===== src/rtl/fu_branch_predictor_if.sv =====
// Signal bundle between the fetch stage, the branch unit and the BTB predictor.
interface fu_branch_predictor_if;
  logic [31:0] pc;
  logic        update_btb;
  logic [31:0] update_pc;
  logic        branch_outcome;
  logic [31:0] branch_target;
  logic        predicted_outcome;
  logic [31:0] predicted_target;

  modport bp (
    input  pc, update_btb, update_pc, branch_outcome, branch_target,
    output predicted_outcome, predicted_target
  );

  modport tb (
    output pc, update_btb, update_pc, branch_outcome, branch_target,
    input  predicted_outcome, predicted_target
  );
endinterface


===== src/rtl/fu_branch_predictor_unit.sv =====
// Direct-mapped BTB with a 1-bit taken predictor per entry: combinational
// lookup on the fetch PC, one-cycle learning from resolved branches.
module fu_bp_btb_entry #(
  parameter int TAG_W = 26
) (
  input  logic             CLK,
  input  logic             nRST,
  input  logic             wr_en,
  input  logic             clr_en,
  input  logic [TAG_W-1:0] wr_tag,
  input  logic [31:0]      wr_target,
  output logic             valid,
  output logic [TAG_W-1:0] tag,
  output logic [31:0]      target
);
  always_ff @(posedge CLK or posedge nRST) begin
    if (nRST)        valid <= 1'b0;
    else if (wr_en)  valid <= 1'b1;
    else if (clr_en) valid <= 1'b0;
  end

  // Payload is only meaningful while valid, so it carries no reset.
  always_ff @(posedge CLK) begin
    if (wr_en) begin
      tag    <= wr_tag;
      target <= wr_target;
    end
  end
endmodule

module fu_branch_predictor_unit #(
  parameter int BTB_ENTRIES = 16,
  parameter int IDX_W       = $clog2(BTB_ENTRIES),
  parameter int TAG_W       = 32 - IDX_W - 2
) (
  input  logic               CLK,
  input  logic               nRST,
  fu_branch_predictor_if.bp  fubpif
);
  logic [BTB_ENTRIES-1:0]            ent_valid;
  logic [BTB_ENTRIES-1:0][TAG_W-1:0] ent_tag;
  logic [BTB_ENTRIES-1:0][31:0]      ent_target;
  logic [BTB_ENTRIES-1:0]            wr_en;
  logic [BTB_ENTRIES-1:0]            clr_en;

  logic [IDX_W-1:0] rd_idx, upd_idx;
  logic [TAG_W-1:0] rd_tag, upd_tag;
  logic             hit;
  logic             unused_lsbs;

  assign rd_idx      = fubpif.pc[IDX_W+1:2];
  assign rd_tag      = fubpif.pc[31:IDX_W+2];
  assign upd_idx     = fubpif.update_pc[IDX_W+1:2];
  assign upd_tag     = fubpif.update_pc[31:IDX_W+2];
  assign unused_lsbs = ^{fubpif.pc[1:0], fubpif.update_pc[1:0]};

  genvar i;
  generate
    for (i = 0; i < BTB_ENTRIES; i++) begin : g_ent
      logic sel;
      assign sel       = fubpif.update_btb && (upd_idx == IDX_W'(i));
      // Taken always claims the slot; not-taken only retires our own tag.
      assign wr_en[i]  = sel && fubpif.branch_outcome;
      assign clr_en[i] = sel && !fubpif.branch_outcome && ent_valid[i] &&
                         (ent_tag[i] == upd_tag);

      fu_bp_btb_entry #(.TAG_W(TAG_W)) u_ent (
        .CLK       (CLK),
        .nRST      (nRST),
        .wr_en     (wr_en[i]),
        .clr_en    (clr_en[i]),
        .wr_tag    (upd_tag),
        .wr_target (fubpif.branch_target),
        .valid     (ent_valid[i]),
        .tag       (ent_tag[i]),
        .target    (ent_target[i])
      );
    end
  endgenerate

  assign hit = ent_valid[rd_idx] && (ent_tag[rd_idx] == rd_tag);

  always_comb begin
    fubpif.predicted_outcome = 1'b0;
    fubpif.predicted_target  = fubpif.pc + 32'd4;
    if (hit) begin
      fubpif.predicted_outcome = 1'b1;
      fubpif.predicted_target  = ent_target[rd_idx];
    end
  end
endmodule


===== src/flat_wrapper.sv =====
// flat-port wrapper written by rule: the top's interface ports become plain ports
module fu_branch_predictor_unit_flat 
#(
  parameter int BTB_ENTRIES = 16,
  parameter int IDX_W       = $clog2(BTB_ENTRIES),
  parameter int TAG_W       = 32 - IDX_W - 2
)
  (CLK, nRST, fubpif_pc, fubpif_update_btb, fubpif_update_pc, fubpif_branch_outcome, fubpif_branch_target, fubpif_predicted_outcome, fubpif_predicted_target);
  fu_branch_predictor_if fubpif_i ();
  input  logic CLK;
  input  logic nRST;
  input wire logic [$bits(fubpif_i.pc)-1:0] fubpif_pc;
  input wire logic [$bits(fubpif_i.update_btb)-1:0] fubpif_update_btb;
  input wire logic [$bits(fubpif_i.update_pc)-1:0] fubpif_update_pc;
  input wire logic [$bits(fubpif_i.branch_outcome)-1:0] fubpif_branch_outcome;
  input wire logic [$bits(fubpif_i.branch_target)-1:0] fubpif_branch_target;
  output wire logic [$bits(fubpif_i.predicted_outcome)-1:0] fubpif_predicted_outcome;
  output wire logic [$bits(fubpif_i.predicted_target)-1:0] fubpif_predicted_target;
  assign fubpif_i.pc = fubpif_pc;
  assign fubpif_i.update_btb = fubpif_update_btb;
  assign fubpif_i.update_pc = fubpif_update_pc;
  assign fubpif_i.branch_outcome = fubpif_branch_outcome;
  assign fubpif_i.branch_target = fubpif_branch_target;
  assign fubpif_predicted_outcome = fubpif_i.predicted_outcome;
  assign fubpif_predicted_target = fubpif_i.predicted_target;
  fu_branch_predictor_unit #(.BTB_ENTRIES(BTB_ENTRIES), .IDX_W(IDX_W), .TAG_W(TAG_W)) u_core (.CLK(CLK), .nRST(nRST), .fubpif(fubpif_i));
endmodule

===== config.mk =====
export PLATFORM = sky130hd
export DESIGN_NAME = fu_branch_predictor_unit_flat
export DESIGN_NICKNAME = d
export VERILOG_FILES = /design/src/rtl/fu_branch_predictor_if.sv /design/src/rtl/fu_branch_predictor_unit.sv /design/src/flat_wrapper.sv
export SDC_FILE = /design/constraint.sdc
export NUM_CORES = 1
export LEC_CHECK = 0
export BUFFER_PORTS_ARGS = -buffer_cell sky130_fd_sc_hd__buf_2
export CORE_ASPECT_RATIO = 1.4
export CORE_UTILIZATION = 56
export CTS_BUF_LIST = sky130_fd_sc_hd__clkbuf_4 sky130_fd_sc_hd__clkbuf_8 sky130_fd_sc_hd__clkbuf_16
export DETAILED_ROUTE_END_ITERATION = 12
export PLACE_DENSITY = 0.81
export SLEW_MARGIN = 0
export SYNTH_ARGS = -nofsm -noshare
export SYNTH_HDL_FRONTEND = slang
export SYNTH_SLANG_ARGS = --single-unit

===== constraint.sdc =====
create_clock -name CLK -period 5.87 [get_ports CLK]
set_input_delay 1.4675 -clock CLK [delete_from_list [all_inputs] [get_ports CLK]]
set_output_delay 1.4675 -clock CLK [all_outputs]
set_load 0.03 [all_outputs]

Word level (Yosys, flattened, before mapping)
Cells that the tools add are included.
{"block": "totals", "regBits": 944, "out_inout_bits": 33, "elab_cells": 221}
{"block": "op_classes", "n_addsub": 1, "order_cmp": 1, "eq_ne": 32, "mux": 40, "reduce_logical": 99}
{"op": "26-bit == test", "count": 17}
{"op": "32-bit binary-select mux with 4-bit select", "count": 1}
{"op": "26-bit binary-select mux with 4-bit select", "count": 1}
{"op": "1-bit logical AND", "count": 81}
{"op": "32-bit 2-to-1 mux", "count": 2}
{"op": "1-bit 2-to-1 mux", "count": 34}
{"op": "32-bit by 3-bit adder with 32-bit output (second input constant)", "count": 1}
{"op": "4-bit == test (second input constant)", "count": 8}
{"op": "2-bit nonzero test", "count": 16}
{"op": "26-bit 2-to-1 mux", "count": 1}
{"op": "4-bit by 3-bit == test with 1-bit output (second input constant)", "count": 4}
{"op": "4-bit by 2-bit == test with 1-bit output (second input constant)", "count": 2}
{"op": "4-bit by 5-bit less-than comparator with 1-bit output (second input constant)", "count": 1}
{"op": "1-bit binary-select mux with 4-bit select", "count": 1}
{"op": "4-bit by 1-bit == test with 1-bit output (second input constant)", "count": 1}
{"op": "4-bit logical NOT", "count": 1}
{"op": "1-bit logical NOT", "count": 1}

Logic depth before layout (Yosys ltp)
{"block": "depth", "word_depth": 7, "mapped_depth": 13, "depth_no_buf": 9}

Cells and area by module
A second synthesis with hierarchy kept.
{"block": "hier_totals", "hier_cells": 2325, "area_unflattened_um2": 42580.8}
{"mod": "fu_bp_btb_entry", "instances": 16, "cells_per_inst": 62, "area_each_um2": 1781.7, "seq_area_each_um2": 1766.7}
{"mod": "fu_branch_predictor_unit", "instances": 1, "cells_per_inst": 1333, "area_each_um2": 14073.5, "seq_area_each_um2": 0.0}

Worst setup path after synthesis
OpenSTA, ideal clock, no wires.
{"block": "synth_timing", "kind": "input to output", "startpoint": "input port fubpif_pc[2]", "endpoint": "output port fubpif_predicted_target[0]", "t_arrival_ns": 4.289, "setup_slack_ns": 0.114, "path_stages": 9, "cell_sequence": "buf_6 -> buf_6 -> buf_6 -> buf_4 -> clkbuf_1 -> buf_1 -> mux4_2 -> mux4_2 -> mux2_2"}
{"block": "synth_via", "elab_chain_len": 5, "elab_cells_between_ends": 9}
{"element": "from (decl)", "line_no": "flat_wrapper.sv:12", "text": "input wire logic [$bits(fubpif_i.pc)-1:0] fubpif_pc;"}
{"element": "26-bit binary-select mux with 4-bit select", "line_no": "fu_branch_predictor_unit.sv:81", "text": "assign hit = ent_valid[rd_idx] && (ent_tag[rd_idx] == rd_tag);"}
{"element": "26-bit 2-to-1 mux (not written as such)", "line_no": "fu_branch_predictor_unit.sv:81"}
{"element": "26-bit == test", "line_no": "fu_branch_predictor_unit.sv:81"}
{"element": "1-bit logical AND", "line_no": "fu_branch_predictor_unit.sv:81"}
{"element": "32-bit 2-to-1 mux *", "line_no": "fu_branch_predictor_unit.sv:86", "text": "if (hit) begin"}
{"element": "to (decl)", "line_no": "flat_wrapper.sv:18", "text": "output wire logic [$bits(fubpif_i.predicted_target)-1:0] fubpif_predicted_target;"}
Every way passes the cells marked *; elsewhere a longest branch is shown, timed or not. The select of a mux whose other input is x is not followed.

Worst setup path in the final report
{"block": "layout_timing", "startpoint": "input port fubpif_pc[2]", "endpoint": "output port fubpif_predicted_target[27]"}
The elaborated chain is that of the path after synthesis.

==> results.json <==
{
  "cts_tree": "yes",
  "ys_seq_area_share_pct": 66.59,
  "htree_levels": 3,
  "power_leakage_nw": 16.22,
  "dr_total_vias": 24880,
  "dp.final_hpwl_mm": 93.97,
  "cp-start-kind": "input pin",
  "crit_arrival_ns": 4.71,
  "violations": "setup timing",
  "multi_input_area_um2": 13550,
  "achievable-frequency_ghz": 0.1618,
  "final_nets": 2726,
  "portBuffers": 130,
  "synth.most_common_cell": "edfxtp_1",
  "row_count": 119,
  "synth_cell_types": 59,
  "ioPinCount": 133,
  "outcome": "complete, but fails checks",
  "cp_top_family": "multiplexers",
  "synthToLayoutAreaGrowth_pct": 15.07,
  "drive_gt1_share_pct": 30.49,
  "synthTopCellsByCount": "edfxtp_1 (928), xor2_1 (273), mux4_2 (245)",
  "maxSlewHeadroom_pct": 7.174,
  "fin_crit_sh_pct": 105.3,
  "critPathKind": "input pin to output pin",
  "nFillCells": 5060,
  "fin_crit_ns": 6.179,
  "finalMaxSlewViolations": 0,
  "slowest_stage": "mux4_2",
  "final.setup.tns_ns": -9.358,
  "ys_warn_count": 0,
  "hp-class": "flip-flop to flip-flop",
  "ys_ff_latch": 944,
  "syn-instance-count": 2344,
  "worstPathCellList": "buf_16 > bufbuf_16 > mux4_2 > mux4_2 > xnor2_1 > a2111oi_2 > buf_4 > nand4_4 > buf_12 > mux2_4 > buf_2",
  "dieArea_um2": 76930,
  "crit_path_end_kind": "output pin",
  "drc": 0,
  "clk_latency_ns": 0.68,
  "overflow": 0,
  "vdd_drop_max_v": 0.0003586,
  "antenna_found_initial": 8,
  "hold_buffers": 0,
  "cts_buffers": 89,
  "synth_edf_count": 928,
  "grt_pass1_vias": 25270,
  "rsz0062_at_grt": "true",
  "place_ws_ns": -0.3831,
  "worstPathRequired_ns": 4.40,
  "clock-root-buffer": "clkbuf_16",
  "synth_top_flop_cell": "edfxtp_1",
  "start_util_pct": 56.46,
  "yosys-top-cells-area": "edfxtp_1 (66%), mux4_2 (13%), xor2_1 (5.6%), xnor2_1 (4.0%), nor4_1 (1.1%)",
  "finalHoldViolations": 0,
  "die_h_um": 327.8,
  "via_per_inst": 6.781,
  "core_um2": 75190,
  "firstDrtPassIters": 7,
  "clk_pin_slew_ns": 0.06,
  "max_cap_viol_count": 0,
  "final-seq-area_um2": 28270,
  "slowest_delay_ns": 0.60,
  "cts_buffer_depth": 3,
  "synth_top_area_share_pct": 65.64,
  "synth_area_um2": 42450,
  "die_width_um": 234.7,
  "wl_per_cell_um": 38.43,
  "critPathBufInv": 5,
  "fin_util_pct": 64.97,
  "gp_congestion": 1.084,
  "cpMostUsedCell": "mux4_2",
  "async_reset_ff_share_pct": 1.695,
  "cp_max_fo": 17,
  "synth_largest_area_cell": "edfxtp_1",
  "grt_max_degree": 73,
  "antenna_left": 0,
  "finalSetupViolations": 33,
  "grt_usage_pct": 37.00,
  "clock_skew_ns": 0.03615,
  "drt-total-wl_mm": 141.0,
  "powerDensity_nw_per_um2": 303.4,
  "worst_pin_slew_ns": 1.380,
  "drt_iter0_markers": 2994,
  "grt_first_pass_wirelength_mm": 194.1,
  "clock_sinks": 944,
  "avgSynthCellArea_um2": 18.11,
  "synth.net_count": 2445,
  "worst_slack_ns": -0.3087
}
[repair_timing]
item,4_1_cts,5_1_grt
resized for setup,19,12
endpoints found under the setup margin,33,33
pin swaps,3,2
buffers inserted,5,0
gates cloned,1,0
[layer usage]
metal | track usage [%] | routed length (µm) | part of all wire [%]
met5 | 0 | 67 | 0.048
met2 | 61.17 | 68930 | 49
met3 | 6.395 | 12310 | 8.7
met4 | 29.85 | 13220 | 9.4
met1 | 43.03 | 46490 | 33
[cell usage in the layout, fill, tap and decap left out, types with 34 or more instances in the layout]
cell,Yosys,final
edfxtp_1,928,928
xnor2_1,196,196
xor2_1,273,273
mux4_2,245,246
nand4_1,66,66
clkbuf_16,0,90
nor4_1,76,75
mux2i_1,46,45
buf_4,3,172
buf_2,15,119
mux2_2,34,34
[registers in the layout, indices dropped and copies added, names as in the netlist]
| name | flops |
|---|---|
| u_core.g_ent.u_ent.tag | 416 |
| u_core.g_ent.u_ent.target | 512 |
| u_core.g_ent.u_ent.valid | 16 |
[logic make-up after synthesis]
family,after synthesis,share of synthesized area (%)
xor gates and xnor gates,469,9.676
adders and majority gates,1,0.02947
and+or+nand+nor,293,3.829
DFF,944,66.59
buffers and inverters,164,1.848
AOI/OAI and AO/OA,118,1.931
muxes,355,16.10
[where the power goes]
group	leakage (nW)	switching, W	internal, W
clock network	1.47	0.00261	0.00327
registers	8.54	0.0000551	0.00751
logic	6.21	0.000842	0.000538
[stage by stage]
stage          cells  total power [W]  area, µm²  hold WS (ns)
2_1_floorplan   2344         0.008406      42450        0.4443
3_3_place_gp    3496         0.009009      45680        0.4579
3_5_place_dp    3496         0.009031      45680        0.4653
4_1_cts         3667          0.01483      48810        0.4789
5_1_grt         3669          0.01514      48850        0.4983
6_report        3669          0.01482      48850        0.4766
[final timing paths]
path / start / endpoint / slack, ns / cells past startpoint
hold / removal: u_core.g_ent[2].u_ent.valid / u_core.g_ent[2].u_ent.valid / 0.48 / 1
setup / recovery: fubpif_pc[2] / fubpif_predicted_target[27] / -0.31 / 11
max in group asynchronous: nRST / u_core.g_ent[5].u_ent.valid / 4.18 / 2
hold reg to reg: u_core.g_ent[2].u_ent.valid / u_core.g_ent[2].u_ent.valid / 0.48 / 1
setup reg to reg: u_core.g_ent[12].u_ent.tag[25] / u_core.g_ent[12].u_ent.valid / 3.12 / 5
min in group asynchronous: nRST / u_core.g_ent[8].u_ent.valid / 1.03 / 2
[layout make-up]
| cell class | instances | area share (%) |
|---|---|---|
| Timing Repair Buffer | 338 | 5.655 |
| Antenna cell | 2 | 0.01025 |
| Clock inverter | 61 | 1.278 |
| Clock buffer | 104 | 4.838 |
| Inverter | 16 | 0.1255 |
| Multi-Input combinational cell | 1236 | 27.75 |
| Sequential cell | 944 | 57.87 |
| Tap cell | 968 | 2.479 |
Power figures use the tool's default switching activity.
